===== src/rtl/hazard_scoreboard.sv =====
// hazard_scoreboard: tracks in-flight register writes (E/M/W) and derives D-stage stall and bypass selects.
// Optional HAZARD_STALL_CNT_EN adds a 32-bit stall cycle counter output.
module hazard_scoreboard #(
  parameter int REG_AW = 5,
  parameter int TW     = 2
) (
  input  logic              clk,
  input  logic              reset,
  input  logic              valid_d,
  input  logic [REG_AW-1:0] rs_d,
  input  logic [REG_AW-1:0] rt_d,
  input  logic [TW-1:0]     tuse_rs_d,
  input  logic [TW-1:0]     tuse_rt_d,
  input  logic              regwrite_d,
  input  logic [REG_AW-1:0] a3_d,
  input  logic [TW-1:0]     tnew_d,
  output logic              stall,
  output logic [1:0]        fwd_rs,
  output logic [1:0]        fwd_rt,
  output logic              wr_busy
`ifdef HAZARD_STALL_CNT_EN
  ,
  output logic [31:0]       stall_cnt
`endif
);
  typedef struct packed {
    logic              valid;
    logic [REG_AW-1:0] a3;
    logic [TW-1:0]     tnew;
  } slot_t;
  slot_t e_q, m_q, w_q, e_d, m_d, w_d;
  logic [1:0]    rs_sel, rt_sel;
  logic [TW-1:0] rs_tn, rt_tn;
  function automatic logic [TW-1:0] sat0(input logic [TW-1:0] t);
    return (t == '0) ? '0 : t - 1'b1;
  endfunction
  // Youngest matching slot wins: 1=E, 2=M, 3=W, 0=none.
  function automatic logic [1:0] pick(input logic v, input logic [REG_AW-1:0] src,
                                      input slot_t e, input slot_t m, input slot_t w);
    if (!v || src == '0) return 2'd0;
    return (e.valid && e.a3 == src) ? 2'd1 :
           (m.valid && m.a3 == src) ? 2'd2 :
           (w.valid && w.a3 == src) ? 2'd3 : 2'd0;
  endfunction
  always_comb begin
    rs_sel  = pick(valid_d, rs_d, e_q, m_q, w_q);
    rt_sel  = pick(valid_d, rt_d, e_q, m_q, w_q);
    rs_tn   = (rs_sel == 2'd1) ? e_q.tnew : (rs_sel == 2'd2) ? m_q.tnew : w_q.tnew;
    rt_tn   = (rt_sel == 2'd1) ? e_q.tnew : (rt_sel == 2'd2) ? m_q.tnew : w_q.tnew;
    stall   = ((rs_sel != 2'd0) && (rs_tn > tuse_rs_d)) ||
              ((rt_sel != 2'd0) && (rt_tn > tuse_rt_d));
    fwd_rs  = ((rs_sel != 2'd0) && (rs_tn == '0)) ? rs_sel : 2'd0;
    fwd_rt  = ((rt_sel != 2'd0) && (rt_tn == '0)) ? rt_sel : 2'd0;
    wr_busy = e_q.valid | m_q.valid | w_q.valid;
  end
  always_comb begin
    e_d = stall ? slot_t'('0) :
          slot_t'{valid: valid_d & regwrite_d & (a3_d != '0), a3: a3_d, tnew: tnew_d};
    m_d = slot_t'{valid: e_q.valid, a3: e_q.a3, tnew: sat0(e_q.tnew)};
    w_d = slot_t'{valid: m_q.valid, a3: m_q.a3, tnew: sat0(m_q.tnew)};
  end
  always_ff @(posedge clk or posedge reset) begin
    if (reset) begin
      e_q <= '0;
      m_q <= '0;
      w_q <= '0;
    end else begin
      e_q <= e_d;
      m_q <= m_d;
      w_q <= w_d;
    end
  end
`ifdef HAZARD_STALL_CNT_EN
  logic [31:0] cnt_q, cnt_d;
  always_comb cnt_d = stall ? cnt_q + 32'd1 : cnt_q;
  always_ff @(posedge clk or posedge reset) begin
    if (reset) cnt_q <= '0;
    else cnt_q <= cnt_d;
  end
  assign stall_cnt = cnt_q;
`endif
endmodule


===== config.mk =====
export PLATFORM = sky130hd
export DESIGN_NAME = hazard_scoreboard
export DESIGN_NICKNAME = d
export VERILOG_FILES = /design/src/rtl/hazard_scoreboard.sv
export SDC_FILE = /design/constraint.sdc
export NUM_CORES = 1
export LEC_CHECK = 0
export CAP_MARGIN = 25
export CORE_UTILIZATION = 54
export DETAILED_ROUTE_END_ITERATION = 8
export PLACE_DENSITY = 0.84
export SLEW_MARGIN = 15
export SYNTH_ARGS = -nofsm -noshare
export SYNTH_HDL_FRONTEND = slang
export SYNTH_SLANG_ARGS = --single-unit

===== constraint.sdc =====
create_clock -name clk -period 5.9 [get_ports clk]
set_input_delay 0.885 -clock clk [delete_from_list [all_inputs] [get_ports clk]]
set_output_delay 0.885 -clock clk [all_outputs]
set_load 0.03 [all_outputs]

==> results.txt <==
The final clock skew came out at 2.216 ps. The maximum net fanout on the critical path is 9, and the register-to-register path setup slack is 3090 ps. In this run the static leakage power is 0.6918 nW.

The number of stages on the worst hold path is 0, and the count of unique library cells instantiated by Yosys is 34. The proportion of layout cells with a drive suffix above 1 is 9.146%, and the final worst-path cycle share is 90.00%. Global routing used 34.12% of the available met1 tracks. Entering global routing, the biggest net connects 25 pins. At the end of routability-driven placement, the weighted congestion stood at 0.8688.

For the initial antenna violation count, the log shows 0. After the last flow step, the layout net total stands at 194. Dividing the detail-routed via count by the number of cells gives 5.979.

The initialized floorplan defines 18 standard-cell rows. The peak per-stage delay on the critical path is 660 ps, and the pin slew with the least headroom to its limit is 896.8 ps. The routed design could run at a clock period as short as 5310 ps. Total power for the finished layout comes to 0.3375 mW. At the worst endpoint, the arrival time is 4430 ps. The total of fill cells in the finished design was 199; the number of enable flip-flop cells after synthesis was 0. The first-pass iteration count of the detailed router came out at 4.

From synthesis to final layout, the design area changed by 25.68%. The tools report the critical path data required time as 5020 ps. In this run the count of I/O pins placed on the die edge is 31. In the final timing run, aggregate negative setup slack is 0 ps. The max-slew violation count is 0, and the number of nets still failing antenna checks after routing is 0.

The run gives 2 as the number of buffers on the longest clock path. After clock tree synthesis, the setup repair step added 0 buffers. The tools report the cell count after synthesis as 132. The worst setup path is launched from a primary input. The worst-case reg-to-reg path depth came out at 10.

The path category of the worst min-delay check is reg2reg. Die outline area: 2853 um2. The tools report the starting DRC count in detailed routing as 23. For this run, the total global-route usage over all layers was measured as 27.29%.

The dominant register cell in the synthesized netlist is sky130_fd_sc_hd__dfrtp_1. The run finished with clean final reports. Max-cap violations in this run came to 0. The number of global-route vias before repair is 1199.

Walking the worst path, the cells encountered are clkdlybuf4s50_1 -> xnor2_1 -> nand4_1 -> or2_1 -> o22a_2 -> o22a_1 -> ha_1 -> a21oi_1 -> a211o_1 -> a31oi_2 -> or2_1 -> clkdlybuf4s50_1. The worst pin sits at a relative slew slack of 40.15%. After detailed routing, the number of remaining DRC violations is 0.

The slowest stage cell on the critical path was sky130_fd_sc_hd__clkdlybuf4s50_1. After detailed routing, the average wire length per cell comes to 16.72 um. The quantity of I/O buffers inserted on ports is 30.

For this block, the via count after detailed routing is 1160. IR analysis of the VDD net gives a maximum drop of 167.6 uV. STA classifies the critical path endpoint as an output port. Setup repair after global routing left no endpoint under its margin. In this run the horizontal extent of the chip is 53.42 um. The layer flagged by global routing as most heavily used is met2.

Summing every instance area after synthesis gives 1428 um2. Counting every net in the synthesized netlist gives 161. Global routing consumed, on the met3 layer, 4.885% of the routing resources.

The first global-routing pass estimated 5.361 mm of wire. For the post-detailed-routing wire length, the log shows 3.243 mm. By startpoint and endpoint, the worst setup path is classified as in2out.

The area occupied by multi-input gates was 797.0 um2. The die is 53.42 um tall. The logs give 0 for the total inserted antenna cells and 42.07% for the sequential fraction of the synthesis area. The tools report the final hold violation count as 0. The H-tree level count was 1; the number of buffers inserted for hold repair after clock tree synthesis was 0.

The clock-pin slew reported for the worst setup and hold paths after clock tree synthesis is 130 ps, and the power per cell area is 188.1 nW/um2. Counting the buffers created by CTS gives 3. The initial utilization of the core area, before any placement, comes to 57.63%. At the later pin of the worst-skew pair, clock insertion delay measures 310 ps. The number of gates resized after CTS was 0. The sequential cell area in the final layout is 600.6 um2, and the half-perimeter wire length of the detailed placement result is 2.672 mm. The highest clock frequency the design can meet came out at 188.3 MHz.

Setup violations remaining at the end of the flow were counted as 0. The synthesis warning total came out at 0. The cell sitting at the root of the clock tree is a sky130_fd_sc_hd__clkbuf_4. The number of clock sinks was 24; the global-route congestion overflow total was 0. In this run, synthesis produced a sequential element count of 24. A synthesized cell averages 10.82 um2. For met2 alone, demand over resource in global routing was 46.46%. TritonCTS built the clock tree. Once layout is complete, the utilization of the core stands at 72.42%.

The share of async-settable or async-resettable flops after synthesis works out to 100.0%. After floorplanning, the core was sized to cover 2477 um2.
-- cell usage after synthesis, drive strengths merged, types with 4 or more instances --
| cell | count | share of area [%] |
|---|---|---|
| nand3 | 5 | 1.8 |
| nor4 | 4 | 2.6 |
| xnor2 | 14 | 8.6 |
| or3 | 5 | 2.2 |
| a21oi | 8 | 2.8 |
| xor2 | 16 | 9.8 |
| ha | 4 | 3.5 |
| inv | 6 | 1.6 |
| o22a | 4 | 2.6 |
| nor3b | 7 | 3.7 |
| dfrtp | 24 | 42 |
-- metrics by stage --
| stage | hold WS, ps | area [um2] | setup slack [ps] | instances |
|---|---|---|---|---|
| floorplan | 387.6 | 1428 | 1946 | 132 |
| global placement | 431.5 | 1758 | 653.9 | 190 |
| detailed placement | 430.9 | 1758 | 604.2 | 190 |
| CTS | 459.8 | 1794 | 600.6 | 194 |
| global route | 477.6 | 1794 | 353.3 | 194 |
| finish | 458.2 | 1794 | 590.0 | 194 |
-- cells in the final DEF, fill, tap and decap left out, types with 3 or more instances in the layout --
master                            Yosys  layout
sky130_fd_sc_hd__xnor2_1             14      14
sky130_fd_sc_hd__clkbuf_4             0       3
sky130_fd_sc_hd__xor2_1              16      16
sky130_fd_sc_hd__dfrtp_1             24      24
sky130_fd_sc_hd__inv_1                6       6
sky130_fd_sc_hd__or2_1                3       3
sky130_fd_sc_hd__ha_1                 4       4
sky130_fd_sc_hd__or3_1                5       5
sky130_fd_sc_hd__nand4_1              3       3
sky130_fd_sc_hd__a21oi_1              8       8
sky130_fd_sc_hd__clkdlybuf4s50_1      0      30
sky130_fd_sc_hd__o22ai_1              3       3
sky130_fd_sc_hd__nor3b_1              7       7
sky130_fd_sc_hd__nand3_1              5       5
-- power breakdown --
part | internal (mW) | leakage (nW) | switching (mW) | total (mW)
sequential | 0.173 | 0.290 | 0.0104 | 0.184
combinational | 0.0362 | 0.381 | 0.0326 | 0.0688
clock | 0.0377 | 0.0210 | 0.0473 | 0.0849
total | 0.247 | 0.692 | 0.0903 | 0.338
-- logic make-up (layout without fill, tap and decap cells) --
| kind of cell | count (synthesis) | in the layout | synth area share, % |
|---|---|---|---|
| AOI/OAI and AO/OA | 25 | 25 | 14.46 |
| xor gates and xnor gates | 30 | 30 | 18.40 |
| adders and majority gates | 4 | 4 | 3.506 |
| buffers and inverters | 8 | 40 | 2.104 |
| DFF | 24 | 24 | 42.07 |
| and+or+nand+nor | 41 | 41 | 19.46 |
-- registers in the layout, summed over array words and instances, names as in the netlist --
register / count
w_q: 8
e_q: 8
m_q: 8
-- layer usage --
layer / wire length [um] / vias up
li1: - / 550
met1: 1386 / 562
met2: 1633 / 46
met3: 203 / 2
met4: 19 / 0
met5: 0 / -
-- layout make-up --
cell class                      instances  area share (%)
Clock buffer                            4           2.022
Inverter                                6           1.255
Multi-Input combinational cell        100           44.42
Sequential cell                        24           33.47
Tap cell                               30           2.092
Timing Repair Buffer                   30           16.74
-- worst max-delay path, delay by kind of cell --
kind | cells | cell delay, ps
buf+inv | 2 | 1310
compound gates | 5 | 1110
simple gates | 3 | 660
fa+ha+maj | 1 | 290
xor+xnor | 1 | 160
-- path summary, 6_finish.rpt --
| path | from | end |
|---|---|---|
| worst min-delay path | e_q[3] | m_q[3] |
| min in group asynchronous | reset | m_q[0] |
| max in group asynchronous | reset | e_q[2] |
| worst min register to register | e_q[3] | m_q[3] |
| worst max register to register | m_q[6] | e_q[5] |
| worst max-delay path | rs_d[0] | stall |
Note: power is estimated with default switching activity, not from simulation.
